File: src/rtl/multiway_light_controller.sv
// N-way traffic-light controller: round-robin green service with demand skipping,
// tick-timed green/yellow/all-red phases and registered lamp outputs.
module multiway_light_controller #(
   parameter int N_WAYS    = 4,
   parameter int CNT_W     = 8,
   parameter int MIN_GREEN = 3,
   parameter int MAX_GREEN = 6,
   parameter int YELLOW_T  = 2,
   parameter int ALLRED_T  = 1,
   localparam int AW       = (N_WAYS > 1) ? $clog2(N_WAYS) : 1
) (
   input  logic              clk,
   input  logic              rst,
   input  logic              tick,
   input  logic [N_WAYS-1:0] sense,
   output logic [N_WAYS-1:0] green,
   output logic [N_WAYS-1:0] yellow,
   output logic [N_WAYS-1:0] red,
   output logic [AW-1:0]     active_way,
   output logic [1:0]        phase
);

   localparam logic [1:0] PH_GREEN  = 2'd0;
   localparam logic [1:0] PH_YELLOW = 2'd1;
   localparam logic [1:0] PH_ALLRED = 2'd2;

   localparam logic [CNT_W:0]   MIN_C    = (CNT_W+1)'(MIN_GREEN);
   localparam logic [CNT_W:0]   MAX_C    = (CNT_W+1)'(MAX_GREEN);
   localparam logic [CNT_W:0]   YEL_C    = (CNT_W+1)'(YELLOW_T);
   localparam logic [CNT_W:0]   AR_C     = (CNT_W+1)'(ALLRED_T);
   localparam logic [CNT_W-1:0] CNT_SAT  = {CNT_W{1'b1}};
   localparam logic [N_WAYS-1:0] ONE_HOT0 = {{(N_WAYS-1){1'b0}}, 1'b1};

   logic [AW-1:0]     next_way;
   logic [CNT_W-1:0]  cnt;
   logic [CNT_W:0]    cnt_inc;
   logic [N_WAYS-1:0] active_mask;
   logic              other_demand;
   logic [AW-1:0]     found_way;
   logic [AW-1:0]     cand;

   logic [1:0]        phase_n;
   logic [AW-1:0]     way_n;
   logic [AW-1:0]     next_way_n;
   logic [CNT_W-1:0]  cnt_n;
   logic [N_WAYS-1:0] green_n;
   logic [N_WAYS-1:0] yellow_n;

   assign cnt_inc      = {1'b0, cnt} + 1'b1;
   assign active_mask  = ONE_HOT0 << active_way;
   assign other_demand = |(sense & ~active_mask);

   // Scan downward so the nearest demanding index after active_way is written last.
   always_comb begin
      found_way = active_way;
      cand      = '0;
      for (int i = N_WAYS - 1; i >= 1; i--) begin
         cand = AW'((int'(active_way) + i) % N_WAYS);
         if (sense[cand]) found_way = cand;
      end
   end

   always_comb begin
      phase_n    = phase;
      way_n      = active_way;
      next_way_n = next_way;
      cnt_n      = cnt;
      if (tick) begin
         case (phase)
            PH_GREEN: begin
               if (cnt_inc >= MIN_C && other_demand &&
                   (!sense[active_way] || cnt_inc >= MAX_C)) begin
                  phase_n    = PH_YELLOW;
                  next_way_n = found_way;
                  cnt_n      = '0;
               end else if (cnt != CNT_SAT) begin
                  cnt_n = cnt_inc[CNT_W-1:0];
               end
            end
            PH_YELLOW: begin
               if (cnt_inc == YEL_C) begin
                  cnt_n = '0;
                  if (ALLRED_T == 0) begin
                     phase_n = PH_GREEN;
                     way_n   = next_way;
                  end else begin
                     phase_n = PH_ALLRED;
                  end
               end else begin
                  cnt_n = cnt_inc[CNT_W-1:0];
               end
            end
            PH_ALLRED: begin
               if (cnt_inc == AR_C) begin
                  phase_n = PH_GREEN;
                  way_n   = next_way;
                  cnt_n   = '0;
               end else begin
                  cnt_n = cnt_inc[CNT_W-1:0];
               end
            end
            default: begin
               phase_n = PH_GREEN;
               cnt_n   = '0;
            end
         endcase
      end
   end

   // Lamps are derived from the next state so they change on the same edge as phase.
   always_comb begin
      green_n  = '0;
      yellow_n = '0;
      if (phase_n == PH_GREEN)  green_n  = ONE_HOT0 << way_n;
      if (phase_n == PH_YELLOW) yellow_n = ONE_HOT0 << way_n;
   end

   always_ff @(posedge clk or posedge rst) begin
      if (rst) begin
         phase      <= PH_GREEN;
         active_way <= '0;
         next_way   <= '0;
         cnt        <= '0;
         green      <= ONE_HOT0;
         yellow     <= '0;
         red        <= ~ONE_HOT0;
      end else begin
         phase      <= phase_n;
         active_way <= way_n;
         next_way   <= next_way_n;
         cnt        <= cnt_n;
         green      <= green_n;
         yellow     <= yellow_n;
         red        <= ~(green_n | yellow_n);
      end
   end

endmodule
File: config.mk
export PLATFORM = sky130hd
export DESIGN_NAME = multiway_light_controller
export DESIGN_NICKNAME = d
export VERILOG_FILES = /design/src/rtl/multiway_light_controller.sv
export SDC_FILE = /design/constraint.sdc
export NUM_CORES = 1
export LEC_CHECK = 0
export CORE_MARGIN = 1
export CORE_UTILIZATION = 61
export CTS_BUF_LIST = sky130_fd_sc_hd__clkbuf_8
export DETAILED_ROUTE_END_ITERATION = 10
export GPL_ROUTABILITY_DRIVEN = 0
export PLACE_DENSITY = 0.87
export SYNTH_ARGS = -nofsm -noshare
export SYNTH_HDL_FRONTEND = slang
export SYNTH_SLANG_ARGS = --single-unit
File: constraint.sdc
create_clock -name clk -period 5.58 [get_ports clk]
set_clock_uncertainty 0.1 [all_clocks]
set_input_delay 1.395 -clock clk [delete_from_list [all_inputs] [get_ports clk]]
set_output_delay 1.395 -clock clk [all_outputs]
set_load 0.01 [all_outputs]
# Yosys cells after proc, flatten, opt, wreduce, memory -nomap -nowiden
# Index checks and enable logic that the tools add are counted.
[totals] ff_bits=26 romBits=0 latch_bits=0 elab_cells=65 mem_count=0 ramBits=0
[op_classes] magnitude_cmp=6 mux=26 mul=0 n_div=0 shifts=2 bitwise_logic=4 n_reduce_logical=9 add_sub_neg=4 n_eq_ne=7
[ops] operator="2-to-1 mux 8 bit" n=4
[ops] operator="case mux 8 bit (3 select lines)" n=1
[ops] operator="2-to-1 mux 2 bit" n=10
[ops] operator="< comparator 2 x 3 -> 1 bit (second input constant)" n=4
[ops] operator="adder 8 x 1 -> 9 bit (second input constant)" n=1
[ops] operator="== test 9 x 1 -> 1 bit (second input constant)" n=1
[ops] operator="== test 9 x 2 -> 1 bit (second input constant)" n=1
[ops] operator=">= comparator 9 x 2 -> 1 bit (second input constant)" n=1
[ops] operator=">= comparator 9 x 3 -> 1 bit (second input constant)" n=1
[ops] operator="binary-select mux 1 bit (select 2 bit)" n=4
[ops] operator="2-to-1 mux 4 bit" n=2
[ops] operator="inequality test 8 bit (second input constant)" n=1
[ops] operator="inverter 4 bit" n=2
[ops] operator="left shift 1 x 2 -> 4 bit (first input constant)" n=2
[ops] operator="case mux 2 bit (3 select lines)" n=1
[ops] operator="adder 2 bit (second input constant)" n=2
[ops] operator="bitwise AND 4 bit" n=1
[ops] operator="== test 2 x 1 -> 1 bit (second input constant)" n=2
[ops] operator="zero test 2 bit" n=2
[ops] operator="2-to-1 mux 1 bit" n=4
[ops] operator="OR 4 bit" n=1
[ops] operator="OR reduction 4 bit" n=1
[ops] operator="inequality test 3 bit (second input constant)" n=1
[ops] operator="AND reduction 3 bit" n=1
[ops] operator="other kinds (6)" n=7

# Longest topological paths before layout
# Gate-level depths: netlist (run 1).
[logic_depth] word_depth=13 ltp_mapped=10 ltp_nobuf=9

# Least setup slack after synthesis (run 1)
# OpenSTA, ideal clock, no wires.
[synth_timing] path_type="input to register" start="input sense[3]" end="register cnt[7]" setup_time_ps=120 path_slack_ps=2606 arrival_time_ps=2754 path_stages=6 required_ps=5360 path_cell_list="mux4_2 > o311a_1 > o211ai_2 > nand3_2 > a32o_1 > a31o_1"
[synth_between] elab_chain_len=7 elab_cells_between_ends=12 cone_classes="eq/ne: 1; mux: 4; bitwise: 1; reduce/logical: 6"
[synth_lines] element="start: declaration" line="15" text="input logic [N_WAYS-1:0] sense,"
[synth_lines] element="binary-select mux 1 bit (select 2 bit)" line="72" text="(!sense[active_way] || cnt_inc >= MAX_C)) begin"
[synth_lines] element="2-to-1 mux 1 bit (not written as such)" line="72"
[synth_lines] element="zero test 1 bit" line="72"
[synth_lines] element="logical OR 1 bit" line="72"
[synth_lines] element="logical AND 1 bit (*)" line="71" text="if (cnt_inc >= MIN_C && other_demand &&"
[synth_lines] element="2-to-1 mux 8 bit or inequality test 3 bit (tied branches)"
[synth_lines] element="case mux 8 bit (3 select lines) or AND reduction 2 bit (tied branches)"
[synth_lines] element="end signal: assignment" line="131" text="cnt <= cnt_n;"
[synth_lines] element="end: declaration" line="35" text="logic [CNT_W-1:0] cnt;"
# Mark *: on every way between the ends. The rest lies on a longest branch, timed or not. The select of a mux whose other input is x is not followed.
# A chain may end at the register's enable or synchronous reset.

# Final worst setup path (run 1)
[layout_timing] start="input sense[1]" end="register cnt[7]"
# The elaborated chain is that of the path after synthesis.

==> summary by stage, run 1 <==
Drt
The detailed-route wire length is 3.88 mm. For this run, the detailed router's first-pass iteration total came to 5. The number of design-rule violations left by the first detailed-router iteration is 118. For this run, design rule violations remaining after detail routing come to 0.

In this run the remaining antenna-violating nets after routing total 0. The post-detailed-route via-to-cell ratio is 6.34. The total vias in the final route is 1522. The average routed wire per standard cell is 16.2 um.

Worst hold path
The start point of the worst hold path is next_way[0]. In this run the worst hold path is classified as flop to flop.

STA
The total count of max-transition violations in the final report is 0. Setup repair after global routing left no endpoint under its margin. In the final timing run, aggregate negative setup slack is 0 ns. The final hold violation count is 0. In this run the tightest slew margin relative to its limit is 35.0%. At the pin with the least slew margin, the transition time is 0.974 ns. The final-layout worst hold slack is 0.510 ns. The clock period could shrink to 3.36 ns. The highest attainable clock frequency is 298 MHz. Of the available clock period, the critical path in the final layout requires 60.2%. The total of endpoints with negative setup slack in the final report is 0.

Worst setup path
STA classifies the critical path startpoint as an input pin. STA classifies the critical path endpoint as a flop. The signal on the critical path passes through clkdlybuf4s50_1 > mux4_2 > o311a_1 > o211ai_2 > nand3_2 > a32o_1 > a31o_1. On the critical path, the stage with the largest delay is an instance of sky130_fd_sc_hd__clkdlybuf4s50_1. For the worst setup path, the data required time is 5.65 ns. The data arrival time of the worst path is 3.43 ns.

The highest net fanout along the worst path is 10. By startpoint and endpoint, the worst setup path is classified as input pin to flop. In this run the worst setup path begins at sense[1].

The delay contributed by the slowest stage of the critical path is 0.50 ns. The critical path's top delay family is compound AO/OA/AOI/OAI gates. The worst path buffer plus inverter count is 1. In this run the critical register-to-register path is launched from cnt[0].

Global routing
The aggregate global-route resource usage is 25.8%. The global-route wire length before repair is 6.51 mm. Entering global routing, the biggest net connects 27 pins. The via count of the first global-routing pass is 1446. The initial antenna violation count was 0. The global-route congestion overflow total is 0.

Power and ir drop
For this design the static power due to leakage is 0.000896 uW. VDD sags by at most 462 uV. The total power density per cell area is 573 nW/um2.

Placement
The half-perimeter wire length of the detailed placement result is 2.80 mm. The port buffer count is 22.

Synthesis
The share of synthesized flip-flops with an asynchronous set or reset is 100%. In the synthesized netlist, the number of instances is 194. The proportion of synthesized chip area in sequential cells is 36.0%. The summed instance area of the synthesized netlist is 1820 um2. The Yosys step of the flow raised 0 warnings. For this run, the leading register cell type out of synthesis is sky130_fd_sc_hd__dfrtp_1.

The number of nets in the synthesized netlist is 209. A synthesized cell averages 9.38 um2. The synthesized design contains 0 enable-type register cells. The number of library cell types mapped by synthesis is 55. The synthesized design contains 26 register bits.

Run
The reported max-cap violation count is 0.

CTS
TritonCTS built the clock tree. The clock root buffer is sky130_fd_sc_hd__clkbuf_8. The clock net in this run drives a total of 26 sinks. The clock passes through at most 2 buffers. Buffers added to address setup during post-CTS repair amount to 0. After clock tree synthesis, the clock-pin slew on the worst setup and hold paths is 0.09 ns.

In this run, post-CTS hold repair placed 0 buffers. Post-CTS repair changed the size of 0 cells. The insertion delay to the later sink of the worst-skew pair is 0.27 ns. Counting the buffers created by CTS gives 3. In this run the number of H-tree levels came out at 1.

Die
Measured along the y axis, the die boundary spans 56.6 um. The row count is 19. The floorplan step defined a core boundary enclosing 2780 um2. For this configuration, the core starts out at a cell density of 65.4%. The full die area is 3200 um2. In this run the horizontal extent of the chip is 56.6 um.

The I/O pin count is 23.

Finish
The count of nets after finishing is 225. The share of the core filled with cells in the final layout is 74.5%. The area growth from synthesis to layout is 13.9%. In the layout the commonest cells are sky130_fd_sc_hd__dfrtp_1, sky130_fd_sc_hd__clkdlybuf4s50_1, sky130_fd_sc_hd__nand2_1. Of the cells placed in the final design, the portion with a size suffix greater than 1 is 15.3%. The number of diodes is 0.

Status
The flow ran to the end, and the final reports show no timing, DRC or antenna violations.
==> state kept, by name, indices dropped and copies added (netlist names) <==
register / flops
next_way: 2
yellow: 4
active_way: 2
phase: 2
red: 4
green: 4
cnt: 8
==> cells by family after synthesis <==
logic type / Yosys count / share of synthesized area [%]
fa+ha+maj: 8 / 5.50
simple gates: 76 / 23.5
buf+inv: 26 / 7.57
compound gates: 52 / 23.5
flops: 26 / 36.0
xor+xnor: 2 / 0.963
mux: 4 / 2.96
==> worst reg2reg max path: stages, from the launching register on <==
cell	delay (ns)
sky130_fd_sc_hd__dfrtp_1	0.53
sky130_fd_sc_hd__ha_1	0.41
sky130_fd_sc_hd__and3_2	0.27
sky130_fd_sc_hd__o211ai_2	0.15
sky130_fd_sc_hd__a22oi_4	0.29
sky130_fd_sc_hd__and3_1	0.43
sky130_fd_sc_hd__mux2i_1	0.33
sky130_fd_sc_hd__nand2b_4	0.18
sky130_fd_sc_hd__nor2_1	0.04
==> path summary, 6_finish.rpt <==
check | to | slack, ns | cells past startpoint
max | cnt[7] | 2.22 | 7
min | next_way[0] | 0.51 | 2
max reg2reg | green[0] | 2.79 | 8
min reg2reg | next_way[0] | 0.51 | 2
max in group asynchronous | phase[1] | 3.25 | 2
min in group asynchronous | yellow[1] | 1.54 | 2
==> where the power goes <==
| group | switching [uW] | internal (uW) |
|---|---|---|
| combinational | 354 | 299 |
| clock | 59.7 | 95.9 |
| sequential | 115 | 265 |
| total | 528 | 660 |
==> metrics by stage <==
stage	worst slack, ns	power, uW	std cells	area, um2
floorplan	2.61	843	194	1820
global placement	2.03	992	236	2000
detailed placement	1.97	1020	236	2000
CTS	2.24	1190	240	2070
global route	2.10	1270	240	2070
finish	2.22	1190	240	2070
==> per-layer routing <==
metal | GRT usage, % | part of all wire [%]
met1 | 34.1 | 42
met2 | 42.4 | 51
met3 | 4.61 | 3.6
met4 | 9.06 | 3.3
met5 | 0 | 0
==> layout make-up <==
cell class,instances,area [um2]
tap,31,38.8
clock buffer,3,41.3
sequential,26,656
fill,213,709
inverter,14,52.6
multi-input combinational,142,1030
clock inverter,1,30.0
timing repair buffer,23,228
==> synth_stat cells (2+ instances only) <==
cell type / n / share of area [%]
sky130_fd_sc_hd__a31oi_1: 4 / 1.4
sky130_fd_sc_hd__and3_1: 2 / 0.69
sky130_fd_sc_hd__buf_2: 2 / 0.55
sky130_fd_sc_hd__nand4_1: 3 / 1.0
sky130_fd_sc_hd__and3b_1: 2 / 0.96
sky130_fd_sc_hd__o21ai_0: 15 / 4.1
sky130_fd_sc_hd__mux2i_1: 2 / 1.1
sky130_fd_sc_hd__nor3_1: 7 / 1.9
sky130_fd_sc_hd__and3_2: 2 / 0.83
sky130_fd_sc_hd__dfstp_2: 4 / 5.8
sky130_fd_sc_hd__buf_4: 6 / 2.5
sky130_fd_sc_hd__ha_1: 8 / 5.5
sky130_fd_sc_hd__a32o_1: 3 / 1.7
sky130_fd_sc_hd__inv_1: 14 / 2.9
sky130_fd_sc_hd__xnor2_1: 2 / 0.96
sky130_fd_sc_hd__a21oi_1: 4 / 1.1
sky130_fd_sc_hd__nor2_1: 16 / 3.3
sky130_fd_sc_hd__a22oi_1: 2 / 0.83
sky130_fd_sc_hd__nor2b_1: 4 / 1.4
sky130_fd_sc_hd__a221oi_1: 2 / 0.96
sky130_fd_sc_hd__clkbuf_1: 2 / 0.41
sky130_fd_sc_hd__nand2b_1: 3 / 1.0
sky130_fd_sc_hd__o211ai_2: 2 / 1.4
sky130_fd_sc_hd__o22ai_1: 4 / 1.4
sky130_fd_sc_hd__nand3_1: 8 / 2.2
sky130_fd_sc_hd__dfrtp_1: 22 / 30
sky130_fd_sc_hd__o21ai_2: 2 / 0.96
sky130_fd_sc_hd__nor3b_1: 2 / 0.83
sky130_fd_sc_hd__nand2_1: 18 / 3.7
sky130_fd_sc_hd__buf_6: 2 / 1.2
Note: power is estimated with default switching activity, not from simulation.
==> inputs of run 2 (changes only) <==
--- a/config.mk
+++ b/config.mk
@@ -6,11 +6,11 @@
 export NUM_CORES = 1
 export LEC_CHECK = 0
 export CORE_MARGIN = 1
-export CORE_UTILIZATION = 61
+export CORE_UTILIZATION = 57
 export CTS_BUF_LIST = sky130_fd_sc_hd__clkbuf_8
 export DETAILED_ROUTE_END_ITERATION = 10
 export GPL_ROUTABILITY_DRIVEN = 0
-export PLACE_DENSITY = 0.87
+export PLACE_DENSITY = 0.82
 export SYNTH_ARGS = -nofsm -noshare
 export SYNTH_HDL_FRONTEND = slang
 export SYNTH_SLANG_ARGS = --single-unit
==> constraint.sdc (replaced) <==
create_clock -name clk -period 3.1 [get_ports clk]
set_clock_uncertainty 0.1 [all_clocks]
set_input_delay 0.775 -clock clk [delete_from_list [all_inputs] [get_ports clk]]
set_output_delay 0.775 -clock clk [all_outputs]
set_load 0.01 [all_outputs]
==> run 2 against run 1 <==
Against the previous run: design area grew 1.5%; critical path depth unchanged; core utilization decreased by 5.0 points; routed wire length decreased by 3.5%; hold slack improved by 0.025 ns; global-route usage fell by 2.0 points; clock power up 74%; largest cell class unchanged; largest power group unchanged.
==> summary by stage, run 2 (same netlist as run 1, synthesis figures left out) <==
STA
The shortest period the worst path allows is 2.74 ns. After layout, the worst path uses 88.5% of the clock period. The worst slew slack as a fraction of its limit is 68.6%. Setup repair after global routing left no endpoint under its margin.

The final hold violation count came to 0. The transition time at the pin with the least slew margin is 0.471 ns. The total negative setup slack is 0 ns. Setup violations remaining at the end of the flow were counted as 0. The total count of max-transition violations in the final report is 0. The highest attainable clock frequency is 364 MHz. The final-layout worst hold slack is 0.534 ns.

Status
The run finished with clean final reports.

Finish
In the layout the commonest cells are sky130_fd_sc_hd__dfrtp_1, sky130_fd_sc_hd__clkdlybuf4s50_1, sky130_fd_sc_hd__nand2_1. The number of diodes is 0. The finished cells cover 2100 um2. The number of non-filler instances in the completed layout is 255. The area growth from synthesis to layout is 15.6%. In the final layout, the share of cells above drive strength 1 is 16.1%. The register bank with the most flops is cnt. The register with the most flip-flops in the layout has 8 of them. The count of nets after finishing is 227.

Run
Max-cap violations in this run came to 0.

Die
The die is 58.5 um wide. The full die area is 3420 um2. The I/O pin count is 23. From bottom edge to top edge, the die measures 58.5 um.

The row count is 20. The floorplan step defined a core boundary enclosing 3030 um2. The effective utilization at floorplan is 60.1%.

Placement
Detailed placement finished with a half-perimeter wire length of 2.79 mm. After detailed placement, the total cell area comes to 2030 um2. The placed cell count is 251. Buffers placed on the I/O ports in this run total 22.

CTS
TritonCTS built the clock tree. The post-cts resize count is 0. The total number of H-tree levels is 1. The number of buffers between clock root and the deepest sink is 2. For this design, the CTS-stage hold fixing added 0 buffers. The post-CTS setup repair buffer count is 0. The insertion delay to the later sink of the worst-skew pair is 0.27 ns. For this design, the sink count on the clock tree is 26. The total clock buffers created by CTS is 3. The clock root buffer is sky130_fd_sc_hd__clkbuf_8.

The clock transition time at the flip-flop clock pins of the worst setup and hold paths is 0.09 ns.

Global routing
The initial antenna violation count is 0. The first global-routing pass estimated 6.28 mm of wire. The via count of the first global-routing pass is 1468. For this run, the total global-route usage over all layers was measured as 23.7%.

The global-route congestion overflow total is 0. Entering global routing, the biggest net connects 27 pins.

Worst setup path
The worst setup path is launched from an input pin. Data on the critical path is required at its endpoint by 3.17 ns. STA classifies the critical path endpoint as a flop. Along the worst path, the maximum fanout reaches 10. The worst setup path category is input pin to flop. The data arrival time of the worst path is 2.81 ns.

Drt
The number of iterations in the first detailed-routing pass is 5. For this run, design rule violations remaining after detail routing come to 0. For this block, the routed nets add up to 3.75 mm of wire.

The average routed wire per standard cell is 14.7 um. The detailed router finished its first iteration with 75 violations. The post-detailed-route via-to-cell ratio is 5.83. The count of nets left with antenna violations once routing finished came out at 0. The total vias in the final route is 1487.

Power and ir drop
The worst supply voltage drop on vdd is 716 uV. The total power density per cell area is 1010 nW/um2. For this design the static power due to leakage is 0.000906 uW.

Worst hold path
The tightest min-delay check is of the flop to flop type.
==> run 2: cell count changes in the layout (fill, tap and decap cells not counted), sizes merged <==
cell,previous run,this run
buf,1,3
==> run 2: final cells by class <==
cell class / instances / area (um2)
clock buffers: 3 / 41.3
repair buffers: 25 / 243
multi-input cells: 142 / 1030
flip-flops and latches: 26 / 656
fillers: 237 / 925
inverters: 14 / 52.6
clock inverters: 1 / 30.0
well taps: 44 / 55.1
==> run 2: per-layer routing <==
| metal | vias to the layer above | GRT usage [%] | wire, um |
|---|---|---|---|
| met5 | - | 0 | 0 |
| met1 | 702 | 28.7 | 1610 |
| li1 | 730 | - | - |
| met4 | 0 | 6.80 | 63 |
| met2 | 47 | 42.9 | 1930 |
| met3 | 8 | 4.62 | 147 |
==> run 2: path summary, 6_finish.rpt <==
path / startpoint / end / slack [ns] / depth (start not counted)
worst min-delay path: next_way[0] / active_way[0] / 0.53 / 2
min in group asynchronous: rst / phase[0] / 0.75 / 3
worst max register to register: cnt[0] / green[0] / 0.53 / 8
worst min register to register: next_way[0] / active_way[0] / 0.53 / 2
max in group asynchronous: rst / red[3] / 1.84 / 3
worst max-delay path: sense[2] / cnt[7] / 0.36 / 7
==> run 2: where the power goes <==
group          switching (uW)  internal (uW)
clock network            99.9            173
logic                     624            543
registers                 207            477
==> run 2: critical path: stages <==
cell	delay, ns
sky130_fd_sc_hd__clkdlybuf4s50_1	0.50
sky130_fd_sc_hd__mux4_2	0.51
sky130_fd_sc_hd__o311a_1	0.15
sky130_fd_sc_hd__o211ai_2	0.20
sky130_fd_sc_hd__nand3_2	0.21
sky130_fd_sc_hd__a32o_1	0.28
sky130_fd_sc_hd__a31o_1	0.18
==> run 2: stage by stage <==
stage                     power (uW)  worst slack [ns]  utilization [%]
after global routing            2290             0.239             69.5
after detailed placement        1840            0.0840             67.1
after CTS                       2130             0.369             69.5
final                           2120             0.355             69.5
after global placement          1790             0.164             67.1
after floorplan                 1520             0.717                -
